==> config.mk <==
export PLATFORM = sky130hd
export DESIGN_NAME = instr_loader
export DESIGN_NICKNAME = d
export VERILOG_FILES = /design/src/rtl/loader_pkg.sv /design/src/rtl/instr_byte_assembler.sv /design/src/rtl/instr_loader.sv
export SDC_FILE = /design/constraint.sdc
export NUM_CORES = 1
export LEC_CHECK = 0
export ABC_CLOCK_PERIOD_IN_PS = 2100
export CAP_MARGIN = 20
export CORE_ASPECT_RATIO = 1.2
export CORE_MARGIN = 4
export CORE_UTILIZATION = 50
export CTS_CLUSTER_SIZE = 12
export DETAILED_ROUTE_END_ITERATION = 6
export GPL_TIMING_DRIVEN = 0
export HOLD_SLACK_MARGIN = 0.1
export PLACE_DENSITY = 0.84
export SLEW_MARGIN = 10
export SYNTH_ARGS = -nofsm -noshare
export SYNTH_HDL_FRONTEND = slang
export SYNTH_SLANG_ARGS = --single-unit
==> constraint.sdc <==
create_clock -name clk -period 2.1 [get_ports clk]
set_input_delay 0.42 -clock clk [delete_from_list [all_inputs] [get_ports clk]]
set_output_delay 0.42 -clock clk [all_outputs]
set_load 0.01 [all_outputs]
==> src/rtl/loader_pkg.sv <==
// loader_pkg: shared loader FSM states, byte framing and instruction field positions
package loader_pkg;
  typedef enum logic [2:0] {IDLE, COLLECT, WRITE, DONE, ERROR} loader_state_t;
  localparam int BYTES_PER_INSTR = 3;
  localparam int OP_MSB = 23;
  localparam int OP_LSB = 20;
  localparam int WA_MSB = 19;
  localparam int WA_LSB = 16;
  localparam int RA1_MSB = 15;
  localparam int RA1_LSB = 12;
  localparam int RA2_MSB = 11;
  localparam int RA2_LSB = 8;
  localparam int IMM_MSB = 7;
  localparam int IMM_LSB = 0;
endpackage

==> src/rtl/instr_byte_assembler.sv <==
// instr_byte_assembler: shifts big-endian stream bytes into one instruction word
// ports: clk, reset (sync active-low), clear (restart framing), accept/in_byte/last (accepted byte),
//        word (assembled bits), word_ready (final byte accepted now), last_early (in_last before final byte)
module instr_byte_assembler
  import loader_pkg::*;
#(
  parameter int INSTR_W = 24
) (
  input  logic               clk,
  input  logic               reset,
  input  logic               clear,
  input  logic               accept,
  input  logic               last,
  input  logic [7:0]         in_byte,
  output logic [INSTR_W-1:0] word,
  output logic               word_ready,
  output logic               last_early
);
  logic [1:0] idx;
  logic       final_byte;
  assign final_byte = idx == 2'(BYTES_PER_INSTR - 1);
  assign word_ready = accept && final_byte;
  assign last_early = accept && last && !final_byte;
  always_ff @(posedge clk) begin
    if (!reset || clear) begin
      idx  <= '0;
      word <= '0;
    end else if (accept) begin
      idx  <= final_byte ? 2'd0 : idx + 2'd1;
      word <= {word[INSTR_W-9:0], in_byte};
    end
  end
endmodule

==> src/rtl/instr_loader.sv <==
// instr_loader: loads a byte stream into instruction memory and holds the CPU until done
// ports: clk, reset (sync active-low), start, in_valid/in_byte/in_last/in_ready (byte stream),
//        mem_we/mem_addr/mem_wdata (memory write port), word_count, load_done, load_error, cpu_hold
module instr_loader
  import loader_pkg::*;
#(
  parameter int INSTR_W = 24,
  parameter int ADDR_W  = 8,
  parameter int DEPTH   = 256
) (
  input  logic               clk,
  input  logic               reset,
  input  logic               start,
  input  logic               in_valid,
  input  logic [7:0]         in_byte,
  input  logic               in_last,
  output logic               in_ready,
  output logic               mem_we,
  output logic [ADDR_W-1:0]  mem_addr,
  output logic [INSTR_W-1:0] mem_wdata,
  output logic [ADDR_W:0]    word_count,
  output logic               load_done,
  output logic               load_error,
  output logic               cpu_hold
);
  loader_state_t       state, next;
  logic [ADDR_W-1:0]   addr;
  logic [ADDR_W:0]     count;
  logic                last_q, accept, clear, at_top, word_ready, last_early;
  assign accept     = in_valid && in_ready;
  assign clear      = start && (state == IDLE || state == DONE || state == ERROR);
  assign at_top     = addr == ADDR_W'(DEPTH - 1);
  assign in_ready   = state == COLLECT;
  assign mem_we     = state == WRITE;
  assign load_done  = state == DONE;
  assign load_error = state == ERROR;
  assign cpu_hold   = state != DONE;
  assign mem_addr   = addr;
  assign word_count = count;
  instr_byte_assembler #(.INSTR_W(INSTR_W)) u_asm (
    .clk       (clk),
    .reset     (reset),
    .clear     (clear),
    .accept    (accept),
    .last      (in_last),
    .in_byte   (in_byte),
    .word      (mem_wdata),
    .word_ready(word_ready),
    .last_early(last_early)
  );
  always_ff @(posedge clk) begin
    if (!reset) state <= IDLE;
    else state <= next;
  end
  always_comb begin
    next = state;
    next = clear ? COLLECT :
           state == COLLECT ? (last_early ? ERROR : word_ready ? WRITE : COLLECT) :
           state == WRITE ? (last_q ? DONE : at_top ? ERROR : COLLECT) : state;
  end
  // the address saturates at the top word so an overflow never wraps back onto word 0
  always_ff @(posedge clk) begin
    if (!reset || clear) begin
      addr   <= '0;
      count  <= '0;
      last_q <= 1'b0;
    end else begin
      if (word_ready) last_q <= in_last;
      if (state == WRITE) begin
        count <= count + 1'b1;
        if (!at_top) addr <= addr + 1'b1;
      end
    end
  end
endmodule

==> impl_metrics.prom <==
# TYPE chip_impl_metric gauge
chip_impl_metric{name="ff2ff_setup_slack",unit="ns"} 0.43
chip_impl_metric{name="timing.hold.ws",unit="ns"} 0.4592
chip_impl_metric{name="tritoncts_sink_count",unit=""} 47
chip_impl_metric{name="p_clk_frac",unit=""} 0.350
chip_impl_metric{name="power_density",unit="nW/µm²"} 601.9
chip_impl_info{name="critical_path.endpoint_type",value="output port"} 1
chip_impl_metric{name="placed_cell_area",unit="µm²"} 2599
chip_impl_metric{name="wire_length_of_the_first_global_routing_pass",unit="µm"} 7314
chip_impl_metric{name="switching_share",unit=""} 0.2413
chip_impl_metric{name="finClkSkew",unit="ns"} 0.01034
chip_impl_metric{name="relSlewSlack",unit=""} 0.7230
chip_impl_metric{name="yosysSeqAreaShare",unit=""} 0.4817
chip_impl_info{name="startpoint_kind_of_the_worst_setup_timing_path",value="flip-flop"} 1
chip_impl_metric{name="clock_tree.htree_level_count",unit=""} 2
chip_impl_metric{name="buffers_from_clock_root_to_sink_at_most",unit=""} 2
chip_impl_metric{name="period_needed",unit="ns"} 2.044
chip_impl_metric{name="drt_first_pass_iters",unit=""} 4
chip_impl_metric{name="setup_viol",unit=""} 0
chip_impl_metric{name="drtAntennaViolNets",unit=""} 0
chip_impl_metric{name="synthDistinctLibCells",unit=""} 37
chip_impl_metric{name="die_area",unit="µm²"} 4974
chip_impl_metric{name="design.core.area",unit="µm²"} 3694
chip_impl_metric{name="post_drt_via_cell_ratio",unit=""} 5.034
chip_impl_metric{name="antenna_found_initial",unit=""} 0
chip_impl_metric{name="global_route_usage_over_all_layers",unit=""} 0.1805
chip_impl_metric{name="vdd_ir_drop_max",unit="mV"} 0.5995
chip_impl_metric{name="cp_max_fo",unit=""} 8
chip_impl_metric{name="fin_area",unit="µm²"} 2716
chip_impl_metric{name="setup_ws",unit="ns"} 0.05566
chip_impl_metric{name="placement.setup.worst_slack",unit="ns"} 0.06522
chip_impl_info{name="r2r_end",value="u_asm.word[18]"} 1
chip_impl_metric{name="first_global_vias",unit=""} 1669
chip_impl_info{name="post-synth-top-area-cell",value="dfxtp_1"} 1
chip_impl_info{name="path_class",value="flip-flop to output port"} 1
chip_impl_metric{name="synthToLayoutAreaGrowth",unit="%"} 39.08
chip_impl_metric{name="timing.max_cap.violations",unit=""} 0
chip_impl_info{name="tritoncts_clock_tree",value="done"} 1
chip_impl_metric{name="start_util",unit=""} 0.5288
chip_impl_metric{name="design.final.nets",unit=""} 310
chip_impl_metric{name="tightestPinTransition",unit="ns"} 0.4155
chip_impl_metric{name="die-width",unit="µm"} 65.06
chip_impl_metric{name="power.sequential.fraction",unit=""} 0.558
chip_impl_metric{name="gp_congestion",unit=""} 0.8547
chip_impl_metric{name="internal_power",unit="W"} 0.001241
chip_impl_metric{name="post_drt_wl_per_cell",unit="µm"} 12.45
chip_impl_metric{name="half_perimeter_wire_length_after_detailed_placement",unit="µm"} 3162
chip_impl_metric{name="cell_area_after_synthesis",unit="µm²"} 1953
chip_impl_metric{name="synth.net_count",unit=""} 243
chip_impl_metric{name="max_clock_freq",unit="MHz"} 489.2
chip_impl_metric{name="cp.arrival",unit="ns"} 1.62
chip_impl_metric{name="place.detailed.instances",unit=""} 338
chip_impl_info{name="ys_dominant_reg_cell",value="dfxtp_1"} 1
chip_impl_metric{name="layout.cells.non_filler",unit=""} 348
chip_impl_metric{name="place.port_buffers",unit=""} 58
chip_impl_info{name="timing.critical_path.to",value="in_ready"} 1
chip_impl_metric{name="synthesis.area_per_instance",unit="µm²"} 8.566
chip_impl_metric{name="grt_max_degree",unit=""} 16
chip_impl_metric{name="route.vias.total",unit=""} 1752
chip_impl_info{name="post_synth_most_frequent_cells",value="nand2_1 (56), dfxtp_1 (47), a21oi_1 (31)"} 1
chip_impl_metric{name="insertion_delay",unit="ns"} 0.30
chip_impl_metric{name="report.final.hold_viol_count",unit=""} 0
chip_impl_info{name="post-synth-top-count-cell",value="nand2_1"} 1
chip_impl_info{name="r2r_start",value="state[2]"} 1
chip_impl_metric{name="total_leakage_power",unit="nW"} 0.9852
chip_impl_metric{name="final_slew_viol_count",unit=""} 0
chip_impl_metric{name="data_required_time_of_the_critical_path",unit="ns"} 1.68
chip_impl_info{name="outcome",value="complete, no violations"} 1
chip_impl_metric{name="yosysWarnings",unit=""} 0
chip_impl_metric{name="power.net_switching",unit="W"} 0.0003945
chip_impl_metric{name="synthesis_stage_register_bit_count",unit=""} 47
chip_impl_metric{name="layout-drive-gt1-share",unit=""} 0.08784
chip_impl_metric{name="drt_iter0_markers",unit=""} 73
chip_impl_metric{name="grt_overflow_total",unit=""} 0
chip_impl_metric{name="post_synth_inst_count",unit=""} 228
chip_impl_metric{name="cts-buffers-inserted",unit=""} 5
chip_impl_metric{name="worst_r2r_path_depth",unit=""} 6
chip_impl_metric{name="synth.top_cell.area_share",unit=""} 0.4817
chip_impl_metric{name="fp-row-count",unit=""} 24
chip_impl_metric{name="chipHeight",unit="µm"} 76.47
chip_impl_info{name="setup.worst_path.start",value="state[0]"} 1
chip_impl_metric{name="fin_crit_sh",unit=""} 0.9735
chip_impl_metric{name="antenna-diode-count",unit=""} 0
chip_impl_metric{name="clk_transition_reported_paths",unit="ns"} 0.09
chip_impl_metric{name="synth-edff-count",unit=""} 0
chip_impl_metric{name="share_of_flip_flops_with_an_asynchronous_set_or_reset",unit=""} 0
chip_impl_metric{name="total_negative_slack_for_setup_checks",unit="ns"} 0
chip_impl_info{name="hold_path.class",value="flip-flop to flip-flop"} 1
chip_impl_info{name="cts-root-buf",value="clkbuf_8"} 1
chip_impl_metric{name="drt_wl_total",unit="µm"} 4332
chip_impl_metric{name="drcViolationCount",unit=""} 0
chip_impl_metric{name="comb_power_share",unit=""} 0.092
chip_impl_metric{name="num_io_pins",unit=""} 59
chip_impl_info{name="ys_top_cells_by_area",value="dfxtp_1 (48%), nand2_1 (11%), a21oi_1 (7.9%)"} 1
## power by group through the flow
stage	Combinational (W)	Sequential [W]	Clock, W
finish	0.000150	0.000912	0.000573
global route	0.000163	0.000914	0.000637
CTS	0.000147	0.000912	0.000586
detailed placement	0.000146	0.000932	0
global placement	0.000145	0.000932	0
floorplan	0.0000826	0.000932	0
## cells in the final DEF (no fill, tap or decap), types with 4 or more instances in the layout
cell             count
nand4_1              5
clkbuf_8             6
buf_6                5
clkdlybuf4s50_1     57
nor2_1              18
nand3_1              4
o21ai_0              4
xor2_1              11
and3_1               4
nand2_1             56
a21oi_1             31
dfxtp_1             46
## sequential cells by signal, indices dropped and copies added (netlist names)
register / count
word_count: 9
u_asm.idx: 2
mem_addr: 8
u_asm.word: 24
last_q: 1
state: 3
## cell type report
type	instances	area, µm²
sequential	47	942.2
clock inverter	2	13.76
inverter	3	11.26
timing repair buffer	60	594.3
fill	299	977.2
multi-input combinational	167	920.9
buffer	11	86.33
clock buffer	6	82.58
tap	52	65.06
## per-layer routing
layer  GRT usage  routed length (µm)  part of all wire  vias to the layer above
li1            -                   -                 -                      900
met5           0                   0                 0                        -
met2      0.3142                2132              0.49                       60
met1      0.2049                1822              0.42                      790
met4     0.05602                  39            0.0090                        0
met3     0.06047                 337             0.078                        2
## how the worst min path moves through the flow
stage	start	to	slack [ns]	depth (start not counted)
after CTS	u_asm.word[17]	u_asm.word[17]	0.46	2
after global placement	u_asm.word[18]	u_asm.word[18]	0.44	2
after detailed placement	u_asm.word[17]	u_asm.word[17]	0.45	2
after floorplan	u_asm.idx[1]	u_asm.idx[1]	0.45	2
final	u_asm.word[22]	u_asm.word[22]	0.46	2
after global routing	u_asm.word[21]	u_asm.word[21]	0.49	2
## repair_timing
action                                  in CTS  in global routing
gates resized for setup                      4                  0
buffers inserted                             1                  1
endpoints found under the setup margin       2                  1
hold buffers                                 0                  0
## critical path, cell delays in order (launching register included)
cell	delay [ns]
dfxtp_2	0.44
nor3b_4	0.30
clkdlybuf4s50_1	0.59
## per-stage QoR
step,total power [W],utilization
2_1_floorplan,0.001015,-
3_3_place_gp,0.001077,0.7036
3_5_place_dp,0.001078,0.7036
4_1_cts,0.001646,0.7334
5_1_grt,0.001714,0.7354
6_report,0.001635,0.7354
## cell families (layout without fill, tap and decap cells)
logic type,after synthesis,count (layout),share of synthesized area
flops,47,47,0.4817
xor+xnor,12,12,0.05381
fa+ha+maj,2,2,0.01281
buf+inv,14,82,0.04677
mux,3,3,0.01538
simple gates,107,107,0.2633
compound gates,43,43,0.1262
Note: power is estimated with default switching activity, not from simulation.
